<file path="config.mk">
export PLATFORM = sky130hd
export DESIGN_NAME = rf68000_ring_nic
export DESIGN_NICKNAME = d
export VERILOG_FILES = /design/src/rtl/rf68000_nic_pkg.sv /design/src/rtl/rf68000_nic_slot_mux.sv /design/src/rtl/rf68000_ring_nic.sv
export SDC_FILE = /design/constraint.sdc
export NUM_CORES = 1
export LEC_CHECK = 0
export CORE_MARGIN = 1
export CORE_UTILIZATION = 42
export DETAILED_ROUTE_END_ITERATION = 8
export PLACE_DENSITY_LB_ADDON = 0.08
export SYNTH_ARGS = -nofsm -noshare
export SYNTH_HDL_FRONTEND = slang
export SYNTH_SLANG_ARGS = --single-unit
</file>
<file path="constraint.sdc">
create_clock -name clk_i -period 2.14 [get_ports clk_i]
set_input_delay 0.428 -clock clk_i [delete_from_list [all_inputs] [get_ports clk_i]]
set_output_delay 0.428 -clock clk_i [all_outputs]
set_load 0.005 [all_outputs]
</file>
<file path="src/rtl/rf68000_nic_pkg.sv">
// Shared types for the rf68000 ring NIC: packet layout, packet types and the bus-side FSM states.
package rf68000_nic_pkg;

    localparam int         PKT_W    = 84;
    localparam logic [3:0] BCAST_ID = 4'hF;

    typedef enum logic [3:0] {
        NOP  = 4'd0,
        WR   = 4'd1,
        RD   = 4'd2,
        RACK = 4'd3
    } pkt_typ_t;

    typedef enum logic [1:0] {
        ST_IDLE,
        ST_BUS,
        ST_REL,
        ST_RESP
    } nic_state_t;

    typedef struct packed {
        pkt_typ_t    typ;
        logic [3:0]  did;
        logic [3:0]  sid;
        logic [3:0]  age;
        logic [3:0]  sel;
        logic [31:0] adr;
        logic [31:0] dat;
    } packet_t;

endpackage

</file>
<file path="src/rtl/rf68000_nic_slot_mux.sv">
// Classifies the incoming ring slot (consume/capture/drop/forward) and picks the outgoing packet.
// RF68000_NIC_BROADCAST_EN adds local execution plus forwarding of WR packets sent to BCAST_ID.
module rf68000_nic_slot_mux
    import rf68000_nic_pkg::*;
#(
    parameter logic [3:0] MAX_AGE = 4'd15
) (
    input  logic [3:0] i_id,
    input  packet_t    i_pkt,
    input  logic       i_idle,
    input  logic       i_rx_full,
    input  logic       i_resp_rdy,
    input  packet_t    i_resp_pkt,
    input  logic       i_tx_req,
    input  packet_t    i_tx_pkt,
    output logic       o_consume,
    output logic       o_capture,
    output logic       o_drop,
    output logic       o_resp_take,
    output logic       o_tx_take,
    output packet_t    o_pkt
);

    logic w_is_req;
    logic w_here;
    logic w_fwd;

    always_comb begin
        w_is_req  = (i_pkt.typ == WR) || (i_pkt.typ == RD);
        w_here    = (i_pkt.did == i_id);
        o_consume = 1'b0;
        o_capture = 1'b0;
        o_drop    = 1'b0;
        w_fwd     = 1'b0;
        if (i_pkt.typ != NOP) begin
`ifdef RF68000_NIC_BROADCAST_EN
            // A broadcast is retired silently once it has travelled back to its sender.
            if ((i_pkt.typ == WR) && (i_pkt.did == BCAST_ID)) begin
                if (i_pkt.sid != i_id) begin
                    o_consume = i_idle;
                    if (i_pkt.age == MAX_AGE) o_drop = 1'b1;
                    else                      w_fwd  = 1'b1;
                end
            end else
`endif
            if (w_is_req && w_here && i_idle)
                o_consume = 1'b1;
            else if ((i_pkt.typ == RACK) && w_here && !i_rx_full)
                o_capture = 1'b1;
            else if ((i_pkt.age == MAX_AGE) || ((i_pkt.sid == i_id) && (i_pkt.typ != RACK)))
                o_drop = 1'b1;
            else
                w_fwd = 1'b1;
        end
    end

    always_comb begin
        o_pkt       = '0;
        o_resp_take = 1'b0;
        o_tx_take   = 1'b0;
        if (w_fwd) begin
            o_pkt     = i_pkt;
            o_pkt.age = i_pkt.age + 4'd1;
        end else if (i_resp_rdy) begin
            o_pkt       = i_resp_pkt;
            o_resp_take = 1'b1;
        end else if (i_tx_req) begin
            o_pkt     = i_tx_pkt;
            o_pkt.age = '0;
            o_tx_take = 1'b1;
        end
    end

endmodule

</file>
<file path="src/rtl/rf68000_ring_nic.sv">
// Per-node ring NIC: executes packets addressed here as bus cycles, returns read data, injects tx, captures rx.
// Optional broadcast writes are enabled with RF68000_NIC_BROADCAST_EN (see rf68000_nic_slot_mux).
module rf68000_ring_nic
    import rf68000_nic_pkg::*;
#(
    parameter logic [3:0] MAX_AGE = 4'd15,
    parameter logic [7:0] ACK_TMO = 8'd255
) (
    input  logic        clk_i,
    input  logic        rst_ni,
    input  logic [3:0]  id,
    input  packet_t     packet_i,
    output packet_t     packet_o,
    output logic        nic_cyc,
    output logic        nic_stb,
    output logic        nic_we,
    output logic [3:0]  nic_sel,
    output logic [31:0] nic_adr,
    output logic [31:0] nic_dato,
    input  logic [31:0] nic_dati,
    input  logic        nic_ack,
    input  logic        tx_req,
    input  packet_t     tx_pkt,
    output logic        tx_ack,
    output logic        rx_valid,
    output packet_t     rx_pkt,
    input  logic        rx_ack,
    output logic [7:0]  drop_cnt
);

    nic_state_t  r_state;
    logic [7:0]  r_wdog;
    logic        r_req_rd;
    logic [3:0]  r_req_sid;
    logic        r_resp_vld;
    packet_t     r_resp_pkt;
    packet_t     r_pkt_o;
    logic        r_tx_ack;
    logic        r_rx_valid;
    packet_t     r_rx_pkt;
    logic [7:0]  r_drop_cnt;
    logic        r_nic_cyc;
    logic        r_nic_stb;
    logic        r_nic_we;
    logic [3:0]  r_nic_sel;
    logic [31:0] r_nic_adr;
    logic [31:0] r_nic_dato;

    logic        w_consume;
    logic        w_capture;
    logic        w_drop;
    logic        w_resp_take;
    logic        w_tx_take;
    packet_t     w_slot_pkt;
    packet_t     w_resp;
    logic [7:0]  w_wdog_nxt;
    logic        w_bus_end;

    rf68000_nic_slot_mux #(.MAX_AGE(MAX_AGE)) u_slot_mux (
        .i_id        (id),
        .i_pkt       (packet_i),
        .i_idle      (r_state == ST_IDLE),
        .i_rx_full   (r_rx_valid),
        .i_resp_rdy  ((r_state == ST_RESP) && r_resp_vld),
        .i_resp_pkt  (r_resp_pkt),
        .i_tx_req    (tx_req),
        .i_tx_pkt    (tx_pkt),
        .o_consume   (w_consume),
        .o_capture   (w_capture),
        .o_drop      (w_drop),
        .o_resp_take (w_resp_take),
        .o_tx_take   (w_tx_take),
        .o_pkt       (w_slot_pkt)
    );

    assign w_wdog_nxt = r_wdog + 8'd1;
    assign w_bus_end  = (r_state == ST_BUS) && (nic_ack || (w_wdog_nxt == ACK_TMO));

    // A timed-out read still answers, with a recognisable poison word instead of data.
    always_comb begin
        w_resp     = '0;
        w_resp.typ = RACK;
        w_resp.did = r_req_sid;
        w_resp.sid = id;
        w_resp.sel = r_nic_sel;
        w_resp.adr = r_nic_adr;
        w_resp.dat = nic_ack ? nic_dati : 32'hDEAD_DEAD;
    end

    always_ff @(posedge clk_i) begin
        if (!rst_ni) begin
            r_state    <= ST_IDLE;
            r_wdog     <= '0;
            r_req_rd   <= 1'b0;
            r_req_sid  <= '0;
            r_resp_vld <= 1'b0;
            r_resp_pkt <= '0;
            r_pkt_o    <= '0;
            r_tx_ack   <= 1'b0;
            r_rx_valid <= 1'b0;
            r_rx_pkt   <= '0;
            r_drop_cnt <= '0;
            r_nic_cyc  <= 1'b0;
            r_nic_stb  <= 1'b0;
            r_nic_we   <= 1'b0;
            r_nic_sel  <= '0;
            r_nic_adr  <= '0;
            r_nic_dato <= '0;
        end else begin
            r_pkt_o  <= w_slot_pkt;
            r_tx_ack <= w_tx_take;
            if (w_drop && (r_drop_cnt != 8'hFF))
                r_drop_cnt <= r_drop_cnt + 8'd1;
            if (w_capture) begin
                r_rx_pkt   <= packet_i;
                r_rx_valid <= 1'b1;
            end else if (rx_ack) begin
                r_rx_valid <= 1'b0;
            end
            case (r_state)
                ST_IDLE: begin
                    if (w_consume) begin
                        r_nic_cyc  <= 1'b1;
                        r_nic_stb  <= 1'b1;
                        r_nic_we   <= (packet_i.typ == WR);
                        r_nic_sel  <= packet_i.sel;
                        r_nic_adr  <= packet_i.adr;
                        r_nic_dato <= packet_i.dat;
                        r_req_rd   <= (packet_i.typ == RD);
                        r_req_sid  <= packet_i.sid;
                        r_wdog     <= '0;
                        r_state    <= ST_BUS;
                    end
                end
                ST_BUS: begin
                    r_wdog <= w_wdog_nxt;
                    if (w_bus_end) begin
                        r_nic_cyc <= 1'b0;
                        r_nic_stb <= 1'b0;
                        r_nic_we  <= 1'b0;
                        r_nic_sel <= '0;
                        if (r_req_rd) begin
                            r_resp_vld <= 1'b1;
                            r_resp_pkt <= w_resp;
                        end
                        r_state <= ST_REL;
                    end
                end
                ST_REL: begin
                    if (!nic_ack)
                        r_state <= r_resp_vld ? ST_RESP : ST_IDLE;
                end
                ST_RESP: begin
                    if (w_resp_take) begin
                        r_resp_vld <= 1'b0;
                        r_state    <= ST_IDLE;
                    end
                end
            endcase
        end
    end

    assign packet_o = r_pkt_o;
    assign tx_ack   = r_tx_ack;
    assign rx_valid = r_rx_valid;
    assign rx_pkt   = r_rx_pkt;
    assign drop_cnt = r_drop_cnt;
    assign nic_cyc  = r_nic_cyc;
    assign nic_stb  = r_nic_stb;
    assign nic_we   = r_nic_we;
    assign nic_sel  = r_nic_sel;
    assign nic_adr  = r_nic_adr;
    assign nic_dato = r_nic_dato;

endmodule

</file>
Word-level counts from Yosys, hierarchy flattened:

Cells that the tools add are included.
Widths: inputs -> output; s select.

* register bits after elaboration: 341
* bits of input ports: 209
* output and inout bits: 249
* logic and storage cells: 120

* add/subtract/negate cells: 3
* equal/unequal tests: 17
* mux-type cells: 42
* bitwise gates (word level): 1
* reduce and logical (&&, ||, !) cells: 24

Operators by type and width (count)
* $mux 84: 3
* $mux 32: 1
* $mux 1: 24
* $add 8x1->8 const B: 2
* $pmux 8 s2: 1
* $mux 2: 5
* $eq 4x2->1 const B: 2
* $eq 4x4->1: 2
* $eq 8x8->1 const B: 1
* $logic_and 1x1->1: 8
* $mux 4: 2
* $mux 8: 1
* $ne 2x2->1 const B: 4
* $ne 8x8->1 const B: 1
* $pmux 2 s4: 1
* $pmux 4 s2: 1
* $reduce_and 4->1: 2
* $pmux 1 s2: 3
* $reduce_and 3->1: 2
* $reduce_bool 2->1: 3
* $add 4x1->4 const B: 1
* $eq 2x2->1 const B: 2
* $eq 4x1->1 const B: 1
* $eq 4x4->1 const B: 1
* other kinds (10): 13

Depth between registers and ports, before layout:

* word-level depth: 10
* mapped depth: 10
* gate-level depth less buffers: 7

By module:

A second synthesis with hierarchy kept.

* cells, all modules: 1448
* area total of the unflattened synthesis: 13975.9 µm²

By module, submodules not included
* rf68000_ring_nic: instances 1, cells each 1216, area each 11926.4 µm², seq. area each 6826.5 µm²
* rf68000_nic_slot_mux: instances 1, cells each 232, area each 2049.5 µm², seq. area each 0.0 µm²

Worst setup path after synthesis:

OpenSTA, ideal clock, no wires.

* path type: flip-flop to flip-flop
* start point: register r_wdog[0]
* end point: register r_resp_pkt[64] in the netlist's numbering
* data arrival time: 2.061 ns
* setup slack: 0.007 ns
* cell stages (with the launch flop): 10
* buffers on the path: 4
* cells stage by stage: dfxtp_1 ha_1 clkbuf_1 or4_1 o221ai_2 and3_1 buf_6 buf_8 buf_12 mux2i_1

* cells in the longest elaborated chain, start to end: 5

RTL lines
* start: declaration: RTL line rf68000_ring_nic.sv:32 `logic [7:0] r_wdog;`
* start signal: assignment: RTL line rf68000_ring_nic.sv:136 `r_wdog <= w_wdog_nxt;`
* $add 8x1->8: RTL line rf68000_ring_nic.sv:76 `assign w_wdog_nxt = r_wdog + 8'd1;`
* $eq 8x8->1: RTL line rf68000_ring_nic.sv:77 `assign w_bus_end = (r_state == ST_BUS) && (nic_ack || (w_wdog_nxt == ACK_TMO));`
* $logic_or 1x1->1: RTL line rf68000_ring_nic.sv:77
* $logic_and 1x1->1: RTL line rf68000_ring_nic.sv:77
* $reduce_and 3->1 (no source line)
* end signal: assignment: RTL line rf68000_ring_nic.sv:144 `r_resp_pkt <= w_resp;`
* end: declaration: RTL line rf68000_ring_nic.sv:36 `packet_t r_resp_pkt;`

Every way passes these cells.
A chain may end at the register's enable or synchronous reset.

Final worst setup path:

* start point: register r_wdog[1]
* end point: register r_resp_pkt[27] in the netlist's numbering

Same word-level chain as after synthesis.

==> flow_summary_export.csv <==
group,metric,value,unit
worst_setup_path,worstSetupEndpointType,"flip-flop",
cts,cts_hold_buf,0,
timing,hold_viol_final,0,
die,fp.dieH,184,um
global_route,grt_pass1_wl,73.7,mm
synth,syn_nets,1864,
global_route,gr-usage-all-layers,27.7,%
drt,routed-via-count,13488,
global_route,antenna_found_initial,4,
synth,synth_seq_cells,341,
worst_setup_path,crit_slowest_cell,"dfxtp_1",
cts,cts_sinks,341,
die,die_w,184,um
power_and_ir_drop,p_leak,7.33,nW
min_path,hold_depth,3,
worst_setup_path,crit_buf_inv,4,
cts,cts_buffer_depth,3,
drt,viasPerCell,5.31,
finish,nFillCells,2819,
drt,wl_met2,23.3,mm
synth,yosysTopAreaCell,"dfxtp_1",
synth,synth.cell_area,0.0139,sq mm
die,row_count,66,
global_route,overflow,0,
min_path,min_to,"packet_o[83]",
worst_setup_path,path_cells,"ha_4, buf_4, a21oi_1, o2111ai_1, o221ai_4, and3_4, buf_12, buf_8, clkbuf_16, o221a_2",
timing,timing.final.crit_share,99.2,%
place,hpwl,32.8,mm
outcome,outcome,"finished, final reports clean",
timing,worstMarginPinSlew,0.775,ns
worst_setup_path,start_kind,"flip-flop",
timing,skew,0.0162,ns
drt,drt_wl_total,49.2,mm
cts,cts_tree,"yes",
timing,max-slew-margin-rel,48.3,%
job,max_cap_violations,0,
worst_setup_path,critPathTopFamily,"compound AO/OA/AOI/OAI gates",
min_path,hp-class,"input port to flip-flop",
global_route,grt_max_degree,168,
power_and_ir_drop,power.density,715,mW/mm^2
min_path,min-delay-start,"packet_i[83]",
drt,top_layer_used,"met4",
timing,maxSlewViolCount,0,
finish,nets,2279,
timing,hold_ws,0.298,ns
timing,rsz0062_at_grt,"yes",
synth,yosysWarnings,0,
worst_setup_path,rrSetupSlack,0.02,ns
worst_setup_path,criticalPathCategory,"flip-flop to flip-flop",
synth,synth_ff_type,"dfxtp_1",
worst_setup_path,cp_data_required_time,2.54,ns
global_route,grt_pass1_vias,12783,
synth,ys_types,57,
drt,wl_met1,20.3,mm
die,coreArea,0.0325,sq mm
drt,ant_nets,0,
drt,drtIter0Drc,903,
worst_setup_path,regToRegEndpoint,"r_resp_pkt[27]",
drt,post_drt_wl_per_cell,19.4,um
finish,fin_util,63.3,%
die,start_util,42.6,%
worst_setup_path,cp_max_fo,7,
cts,clk_pin_slew_worst_paths,0.06,ns
timing,min_period,2.12,ns
worst_setup_path,cp_slowest_stage_delay,0.37,ns
finish,area_delta_synth_final,48.7,%
die,die_area,0.0337,sq mm
worst_setup_path,rr_startpoint,"r_wdog[1]",
synth,synth.yosys.seq_area_share,49.3,%
power_and_ir_drop,ir_drop,0.000582,V
timing,max_freq,0.471,GHz
cts,cts_buffers,38,
die,boundaryPins,458,
drt,drc_errors,0,
place,portBuffers,453,
power_and_ir_drop,finalPower,14.7,mW
synth,synth_top_area_share,49.3,%
cts,clk_latency,0.51,ns
synth,async_flop_share,0,%
worst_setup_path,crit_start,"r_wdog[1]",
worst_setup_path,critPathArrivalTime,2.53,ns
timing,finalSetupViolCount,0,
drt,drtPass1Iterations,5,
drt,met3_length,4.11,mm
cts,root_buffer,"clkbuf_16",
synth,synthCells,1651,
place,place.gp.congestion,0.874,
worst_setup_path,ff2ff_path_depth,10,
finish,drive_above_1_share,10.5,%
synth,synth_edf_count,0,
synth,netlist_top_cells_area,"dfxtp_1 49%, nand2_1 12%, a21oi_1 8.3%, a211oi_1 4.2%, and3_1 3.8%",
synth,avgSynthCellArea,8.39,sq um
cts,cts_htree_levels,2,
## cells in the final DEF, fill, tap and decap left out, drive strengths merged, types with 3 or more instances in the layout
master | synthesis | layout
and2 | 3 | 3
xnor2 | 11 | 11
or4 | 3 | 3
nor3 | 89 | 89
and3 | 84 | 84
inv | 5 | 5
nand2 | 429 | 429
clkbuf | 111 | 58
nand2b | 7 | 7
mux2i | 51 | 51
clkdlybuf4s50 | 0 | 450
o221a | 23 | 23
nor2 | 13 | 13
ha | 4 | 4
o31a | 3 | 3
nor4 | 4 | 4
clkinv | 0 | 9
diode | 0 | 4
o21ai | 7 | 7
o31ai | 6 | 6
o21a | 3 | 3
nand4 | 6 | 6
a31oi | 5 | 5
or3 | 3 | 3
a21oi | 231 | 231
dfxtp | 341 | 341
buf | 75 | 106
o22ai | 13 | 13
a211oi | 78 | 78
nand3 | 19 | 19
## cells in the mapped netlist, types with 3 or more instances
library cell  count
nand2_1         429
dfxtp_1         341
a21oi_1         231
clkbuf_1        111
nor3_1           87
and3_1           84
a211oi_1         78
mux2i_1          51
buf_4            42
o221a_2          23
buf_2            20
nand3_1          19
nor2_1           13
o22ai_1          13
xnor2_1          11
buf_6            10
nand2b_1          7
nand4_1           6
o21ai_0           6
o31ai_1           6
a31oi_1           5
ha_1              4
inv_1             4
nor4_1            4
and2_1            3
o21a_1            3
o31a_1            3
or3_1             3
## report_power, final
group	internal (mW)	leakage, nW	switching [mW]	total [mW]
clock	3.91	0.626	2.60	6.51
combinational	0.927	3.93	0.739	1.67
sequential	6.51	2.77	0.0570	6.57
## per-stage QoR
stage / setup TNS, ns / area, sq um / setup slack [ns] / instances
floorplan: 0 / 13900 / 0.00718 / 1651
global placement: -94.48 / 19000 / -0.504 / 2453
detailed placement: -103.12 / 19000 / -0.507 / 2453
CTS: 0 / 20500 / 0.00354 / 2529
global route: -0.607 / 20600 / -0.0651 / 2539
finish: 0 / 20600 / 0.0177 / 2539
## kinds of logic (layout without fill, tap and decap cells)
| logic type | count (synthesis) | in the layout | synth area share (%) |
|---|---|---|---|
| simple gates | 667 | 667 | 21.4 |
| compound gates | 385 | 385 | 17.3 |
| flops | 341 | 341 | 49.3 |
| buf+inv | 191 | 633 | 7.23 |
| mux | 51 | 51 | 3.68 |
| xor+xnor | 12 | 12 | 0.759 |
| fa+ha+maj | 4 | 4 | 0.361 |
| other cells | 0 | 4 | 0 |
## registers in the layout, indices dropped and copies added (netlist names)
name,cells
drop_cnt,8
nic_adr,32
nic_dato,32
nic_sel,4
nic_stb,1
nic_we,1
packet_o,84
r_req_rd,1
r_req_sid,4
r_resp_pkt,77
r_resp_vld,1
r_state,2
r_wdog,8
rx_pkt,84
rx_valid,1
tx_ack,1
## cell type report
type	instances	area (sq um)	share of cell area, %
timing repair buffer	561	5810	28.2
clock inverter	12	90.1	0.437
antenna	4	10.0	0.0486
tap	442	553	2.68
inverter	5	26.3	0.128
multi-input combinational	1119	6110	29.7
sequential	341	6840	33.2
clock buffer	55	1170	5.67
## worst reg2reg max path: stages (launching register included)
cell and delay (ns):
dfxtp_1 0.37, ha_4 0.15, buf_4 0.14, a21oi_1 0.05, o2111ai_1 0.28, o221ai_4 0.16
and3_4 0.20, buf_12 0.14, buf_8 0.13, clkbuf_16 0.15, o221a_2 0.26
## worst max path at each step
stage / to / cells past startpoint / slack (ns)
after global routing: r_state[0] / 8 / -0.07
after global placement: r_wdog[5] / 6 / -0.50
final: r_resp_pkt[27] / 10 / 0.02
after detailed placement: r_wdog[5] / 6 / -0.51
after floorplan: r_resp_pkt[64] / 9 / 0.007
after CTS: r_resp_pkt[39] / 8 / 0.004
## what timing repair did
item,CTS,global route
pin swaps,3,7
cloned,2,3
setup buffers,7,4
setup endpoints to repair,61,87
resized for setup,7,16
## per-layer routing
| metal | track usage [%] | up-vias |
|---|---|---|
| met1 | 34.7 | 6374 |
| met2 | 46.3 | 530 |
| met5 | 0 | - |
| li1 | - | 6503 |
| met3 | 6.79 | 81 |
| met4 | 9.57 | 0 |
Note: power is estimated with default switching activity, not from simulation.
